--- src/rtl/apb_req_bridge.sv ---
// Core req/gnt/r_valid to APB master bridge: IDLE -> SETUP -> ACCESS, one transfer in flight.
// Optional ACCESS-phase timeout abort is compiled in with `define APB_BRIDGE_TIMEOUT_EN.
module apb_req_bridge #(
  parameter int APB_ADDR_WIDTH = 32,
  parameter int APB_DATA_WIDTH = 32,
  parameter int TIMEOUT_CYCLES = 255
) (
  input  logic                      ACLK_i,
  input  logic                      ARESETn_i,
  input  logic                      req_i,
  output logic                      gnt_o,
  input  logic [APB_ADDR_WIDTH-1:0] addr_i,
  input  logic                      we_i,
  input  logic [APB_DATA_WIDTH-1:0] wdata_i,
  output logic                      r_valid_o,
  output logic [APB_DATA_WIDTH-1:0] r_rdata_o,
  output logic                      r_opc_o,
  output logic                      PSEL_o,
  output logic                      PENABLE_o,
  output logic                      PWRITE_o,
  output logic [APB_ADDR_WIDTH-1:0] PADDR_o,
  output logic [APB_DATA_WIDTH-1:0] PWDATA_o,
  input  logic [APB_DATA_WIDTH-1:0] PRDATA_i,
  input  logic                      PREADY_i,
  input  logic                      PSLVERR_i
);

  typedef enum logic [1:0] {IDLE, SETUP, ACCESS} state_t;

  state_t state_reg;

  if (TIMEOUT_CYCLES < 1 || TIMEOUT_CYCLES > 65535) begin : g_bad_timeout
    $error("TIMEOUT_CYCLES must be in 1..65535");
  end

`ifdef APB_BRIDGE_TIMEOUT_EN
  // Abort fires on the ACCESS cycle whose stall would bring the count to TIMEOUT_CYCLES.
  localparam logic [15:0] TIMEOUT_LAST = 16'(TIMEOUT_CYCLES - 1);
  localparam logic [APB_DATA_WIDTH-1:0] ABORT_DATA = APB_DATA_WIDTH'(32'hDEADBEEF);
  logic [15:0] wait_cnt_reg;
`endif

  assign gnt_o = req_i && (state_reg == IDLE);

  always_ff @(posedge ACLK_i or negedge ARESETn_i) begin
    if (!ARESETn_i) begin
      state_reg <= IDLE;
      PSEL_o    <= 1'b0;
      PENABLE_o <= 1'b0;
      PWRITE_o  <= 1'b0;
      PADDR_o   <= '0;
      PWDATA_o  <= '0;
      r_valid_o <= 1'b0;
      r_rdata_o <= '0;
      r_opc_o   <= 1'b0;
`ifdef APB_BRIDGE_TIMEOUT_EN
      wait_cnt_reg <= '0;
`endif
    end else begin
      r_valid_o <= 1'b0;
      case (state_reg)
        IDLE: begin
          if (req_i) begin
            PADDR_o   <= addr_i;
            PWRITE_o  <= we_i;
            PWDATA_o  <= wdata_i;
            PSEL_o    <= 1'b1;
            PENABLE_o <= 1'b0;
            state_reg <= SETUP;
          end
        end
        SETUP: begin
          PENABLE_o <= 1'b1;
          state_reg <= ACCESS;
`ifdef APB_BRIDGE_TIMEOUT_EN
          wait_cnt_reg <= '0;
`endif
        end
        ACCESS: begin
          if (PREADY_i) begin
            r_valid_o <= 1'b1;
            r_rdata_o <= PWRITE_o ? '0 : PRDATA_i;
            r_opc_o   <= PSLVERR_i;
            PSEL_o    <= 1'b0;
            PENABLE_o <= 1'b0;
            state_reg <= IDLE;
          end
`ifdef APB_BRIDGE_TIMEOUT_EN
          else if (wait_cnt_reg == TIMEOUT_LAST) begin
            r_valid_o    <= 1'b1;
            r_rdata_o    <= ABORT_DATA;
            r_opc_o      <= 1'b1;
            PSEL_o       <= 1'b0;
            PENABLE_o    <= 1'b0;
            wait_cnt_reg <= wait_cnt_reg + 16'd1;
            state_reg    <= IDLE;
          end else begin
            wait_cnt_reg <= wait_cnt_reg + 16'd1;
          end
`endif
        end
        default: begin
          PSEL_o    <= 1'b0;
          PENABLE_o <= 1'b0;
          state_reg <= IDLE;
        end
      endcase
    end
  end

endmodule

--- config.mk ---
export PLATFORM = sky130hd
export DESIGN_NAME = apb_req_bridge
export DESIGN_NICKNAME = d
export VERILOG_FILES = /design/src/rtl/apb_req_bridge.sv
export SDC_FILE = /design/constraint.sdc
export NUM_CORES = 1
export LEC_CHECK = 0
export ABC_AREA = 0
export CAP_MARGIN = 20
export CORE_MARGIN = 8
export CORE_UTILIZATION = 40
export CTS_CLUSTER_SIZE = 24
export DETAILED_ROUTE_END_ITERATION = 16
export GPL_TIMING_DRIVEN = 0
export PLACE_DENSITY = 0.81
export SETUP_SLACK_MARGIN = 0.1
export SLEW_MARGIN = 0
export SYNTH_ARGS = -nofsm -noshare
export SYNTH_HDL_FRONTEND = slang
export SYNTH_SLANG_ARGS = --single-unit
--- constraint.sdc ---
create_clock -name ACLK_i -period 1.7 [get_ports ACLK_i]
set_clock_uncertainty 0.2 [all_clocks]
set_input_delay 0.425 -clock ACLK_i [delete_from_list [all_inputs] [get_ports ACLK_i]]
set_output_delay 0.425 -clock ACLK_i [all_outputs]
set_load 0.05 [all_outputs]
Word-level counts from Yosys, hierarchy flattened
Cells that the tools add are included.
Widths: inputs -> output; s select.
{"block": "op_classes", "reduce_logical": 6, "eq_ne": 4, "bitwise_logic": 1, "muxes": 11}
{"operator": "$mux 32", "n": 1}
{"operator": "$pmux 1 s3", "n": 2}
{"operator": "$pmux 2 s3", "n": 1}
{"operator": "$reduce_and 2->1", "n": 3}
{"operator": "$mux 1", "n": 5}
{"operator": "$mux 2", "n": 2}
{"operator": "$ne 2x2->1 const B", "n": 2}
{"operator": "$reduce_and 3->1", "n": 1}
{"operator": "$eq 2x1->1 const B", "n": 1}
{"operator": "$eq 2x2->1 const B", "n": 1}
{"operator": "$logic_not 2->1", "n": 1}
{"operator": "$logic_and 1x1->1", "n": 1}
{"operator": "$not 1->1", "n": 1}
{"block": "totals", "output_inout_bits": 102, "reg_bits": 103, "word_cells": 31}

Depth between registers and ports, before layout
Gate-level depths: netlist of the first run.
{"block": "depth", "word_depth": 3, "mapped_depth": 5, "depth_no_buf": 3}

Least setup slack after synthesis of the first run
Ideal clock, no wire load.
{"block": "synth_timing", "path_kind": "reg-to-reg", "startpoint": "register state_reg[1]", "endpoint": "register PADDR_o[22]", "path_buffers": 2, "setup_ns": 0.128, "t_required_ns": 1.372, "stages_incl_launch_ff": 5, "period_less_slack_ns": 1.942, "setup_slack_ns": -0.242, "arrival_time_ns": 1.615, "path_cell_list": "dfrtp_1 -> nor3b_2 -> buf_4 -> buf_6 -> mux2_1"}
{"block": "synth_via", "elab_chain_cells": 2}
{"item": "start: declaration", "line": "30", "text": "state_t state_reg;"}
{"item": "start signal: assignment", "line": "47", "text": "state_reg <= IDLE;"}
{"item": "start signal: assignment", "line": "69", "text": "state_reg <= SETUP;"}
{"item": "start signal: assignment", "line": "74", "text": "state_reg <= ACCESS;"}
{"item": "$logic_not 2->1", "line": "61", "text": "case (state_reg)"}
{"item": "$reduce_and 2->1 (no line)"}
{"item": "end signal: assignment", "line": "64", "text": "PADDR_o <= addr_i;"}
{"item": "end: declaration", "line": "21", "text": "output logic [APB_ADDR_WIDTH-1:0] PADDR_o,"}
No other way between the ends.
A chain may end at the register's enable or synchronous reset.

Final worst setup path of the first run
{"block": "layout_timing", "startpoint": "register state_reg[0]", "endpoint": "output port gnt_o"}
{"block": "layout_via", "elab_chain_cells": 2}
{"item": "$logic_not 2->1", "line": "43", "text": "assign gnt_o = req_i && (state_reg == IDLE);"}
{"item": "$logic_and 1x1->1", "line": "43"}
{"item": "end: declaration", "line": "11", "text": "output logic gnt_o,"}
No other way between the ends.

==> results.json, run 1 <==
{
  "drv_slew": 0,
  "synth_most_common_cell": "dfrtp_1",
  "setup_viol": 73,
  "synth_seq_cells": 102,
  "syn-cell-area_um2": 3940,
  "hold_path_class": "reg2reg",
  "critical_path_class": "reg2out",
  "nNetsFinal": 641,
  "startpoint": "state_reg[0]",
  "syn_area_per_cell_um2": 13.5,
  "cp.depth": 4,
  "synth_cells": 292,
  "crit_slowest_cell": "dfrtp_2",
  "core-area_um2": 9680,
  "power_uw": 16900,
  "tightest_slew_ns": 0.459,
  "path_delay_family": "flip-flops",
  "rr_startpoint": "state_reg[0]",
  "crit_top_cell": "buf_12",
  "violations": "setup timing",
  "endpoint_kind": "primary output",
  "num_vias": 3202,
  "cts_tree": "done",
  "grt_pass1_vias": 3486,
  "diodes": 0,
  "synth_top_area_share_pct": 64.7,
  "synthesis.nets": 394,
  "rrSetupSlack_ns": -0.15,
  "critPathMaxStageDelay_ns": 0.43,
  "grt_pass1_wl_mm": 17.8,
  "gp_congestion": 0.750,
  "drt_pass1_iterations": 4,
  "yosys-top-cells-area": "dfrtp_1 65%, mux2_1 11%, mux2_2 7.7%",
  "drcViolationCount": 0,
  "grt_setup_unrepaired": "true",
  "endpoint": "gnt_o",
  "ys_top_cells_by_count": "102 x dfrtp_1, 39 x mux2_1, 34 x nand2_1, 34 x o21ai_0, 32 x nand2b_1",
  "ys_types": 17,
  "crit_path_cell_trace": "nor3b_4 -> buf_6 -> buf_12 -> buf_12",
  "layout-drive-gt1-share_pct": 41.4,
  "wl_per_cell_um": 18.8,
  "ir_drop_uv": 1310,
  "dp_hpwl_mm": 8.92,
  "grt_usage_pct": 17.3,
  "ios": 204,
  "period_needed_ns": 1.99,
  "r2r_cells": 6,
  "holdPathStages": 2,
  "dp.cells": 629,
  "viasPerCell": 4.73,
  "fin_ws_ns": -0.289,
  "io_buffers": 203,
  "cts_buffers": 9,
  "post-route-period-util_pct": 117,
  "die_h_um": 115,
  "path_clk_slew_ns": 0.10,
  "yosysSeqAreaShare_pct": 64.7,
  "initial_core_util_pct": 40.7,
  "yosys.area.top_type": "dfrtp_1",
  "path_max_fanout": 2,
  "arrival_ns": 1.36,
  "p_leak_uw": 0.00329,
  "powerDensity_nw_per_um2": 2360,
  "routed_wl_mm": 12.7,
  "row_count": 36,
  "outcome": "complete, but fails checks",
  "hp-start": "r_rdata_o[24]",
  "clock_sink_count": 102,
  "die_w_um": 115,
  "area_growth_pct": 80.9,
  "h-tree-depth": 3,
  "crit_required_ns": 1.07,
  "clock-root-buffer": "clkbuf_8",
  "hold_viol": 0,
  "utilization_pct": 73.7,
  "max_freq_mhz": 503,
  "reg_top3": "PADDR_o x32, PWDATA_o x32, r_rdata_o x32",
  "cts_buffer_depth": 2,
  "drtIter0Drc": 94,
  "gr-total-overflow": 0,
  "ant_nets": 0,
  "grt_max_degree": 56,
  "synth-main-ff-cell": "dfrtp_1",
  "synth_edf_count": 0,
  "async_reset_ff_share_pct": 100,
  "drv_cap": 0,
  "start_kind": "flop",
  "antenna_found_initial": 0,
  "relSlewSlack_pct": 69.4,
  "synth_warnings": 0,
  "stdcell_count": 677,
  "insertion_delay_ns": 0.35,
  "regToRegEndpoint": "PADDR_o[21]",
  "dieArea_um2": 13300,
  "cp_num_buf_inv": 3
}
-- report_power, final --
| part | leakage [uW] | internal, uW | switching [uW] | total (uW) |
|---|---|---|---|---|
| clock network | 0.000106 | 756 | 794 | 1550 |
| registers | 0.00123 | 3640 | 863 | 4500 |
| logic | 0.00195 | 4490 | 6320 | 10800 |
| total | 0.00329 | 8890 | 7980 | 16900 |
-- worst min-delay path by stage --
| stage | slack, ns | end |
|---|---|---|
| after floorplan | -0.07 | PADDR_o[0] |
| after global placement | 0.26 | r_rdata_o[27] |
| after detailed placement | 0.27 | r_rdata_o[4] |
| after CTS | 0.28 | state_reg[0] |
| after global routing | 0.30 | state_reg[0] |
| final | 0.29 | r_rdata_o[24] |
-- through the flow --
| step | TNS, ns | area, um2 | setup slack (ns) | hold slack (ns) |
|---|---|---|---|---|
| after global placement | -422.16 | 6210 | -4.06 | 0.263 |
| after CTS | -4.20 | 6360 | -0.315 | 0.279 |
| after floorplan | -1.41 | 4010 | -0.0502 | -0.0706 |
| final | -5.75 | 7140 | -0.289 | 0.294 |
| after global routing | -11.58 | 7140 | -0.368 | 0.301 |
| after detailed placement | -48.07 | 6240 | -1.30 | 0.269 |
-- tightest hold or removal path: cells and delay by family, from the launching register on --
| family | cells | cell delay (ns) |
|---|---|---|
| and+or+nand+nor | 1 | 0.05 |
| DFF | 1 | 0.35 |
| AOI/OAI and AO/OA | 1 | 0.06 |
-- area by class of cell --
cell class              count  area, um2
well taps                 133        166
clock buffers              12        155
inverters                   2       7.51
multi-input cells         171       1470
plain buffers              17        213
clock inverters             4       45.0
flip-flops and latches    102       2560
fillers                   631       2550
repair buffers            236       2520
-- cells in the final DEF, fill, tap and decap left out, types with 2 or more instances in the layout --
| cell | n |
|---|---|
| buf_12 | 7 |
| buf_4 | 47 |
| buf_6 | 75 |
| buf_8 | 7 |
| clkbuf_1 | 3 |
| clkbuf_16 | 9 |
| clkbuf_4 | 2 |
| clkbuf_8 | 11 |
| clkdlybuf4s50_1 | 99 |
| clkinv_2 | 3 |
| dfrtp_1 | 99 |
| dfrtp_2 | 3 |
| inv_1 | 2 |
| mux2_1 | 18 |
| mux2_2 | 6 |
| mux2_4 | 42 |
| nand2_1 | 29 |
| nand2_2 | 5 |
| nand2b_1 | 32 |
| o21ai_0 | 2 |
| o21ai_1 | 28 |
| o21ai_2 | 4 |
-- cells by family (layout without fill, tap and decap cells) --
group	Yosys count	after routing	synth area share [%]
AOI/OAI and AO/OA	35	35	4.44
buffers and inverters	19	271	2.89
DFF	102	102	64.7
muxes	66	66	18.8
and+or+nand+nor	70	70	9.11
-- timing repair --
item                                   in CTS  in global routing
hold buffers                                1                  0
gates cloned                                0                 12
setup endpoints to repair                 167                218
resized for setup                         651                156
setup buffers                               7                 12
endpoints found under the hold margin      47                  0
-- layer usage --
metal  up-vias  GRT usage [%]  routed length (um)
met1      1581           18.0                4930
met3        18           7.04                1160
met4         0           7.01                 227
met5         -              0                   0
li1       1470              -                   -
met2       133           30.5                6410
Power figures use the tool's default switching activity.
==> inputs of run 2 (changes only) <==
--- a/config.mk
+++ b/config.mk
@@ -5,7 +5,6 @@
 export SDC_FILE = /design/constraint.sdc
 export NUM_CORES = 1
 export LEC_CHECK = 0
-export ABC_AREA = 0
 export CAP_MARGIN = 20
 export CORE_MARGIN = 8
 export CORE_UTILIZATION = 40
==> results of run 2 <==
The final DEF is identical to that of run 1; final timing and power are the same.
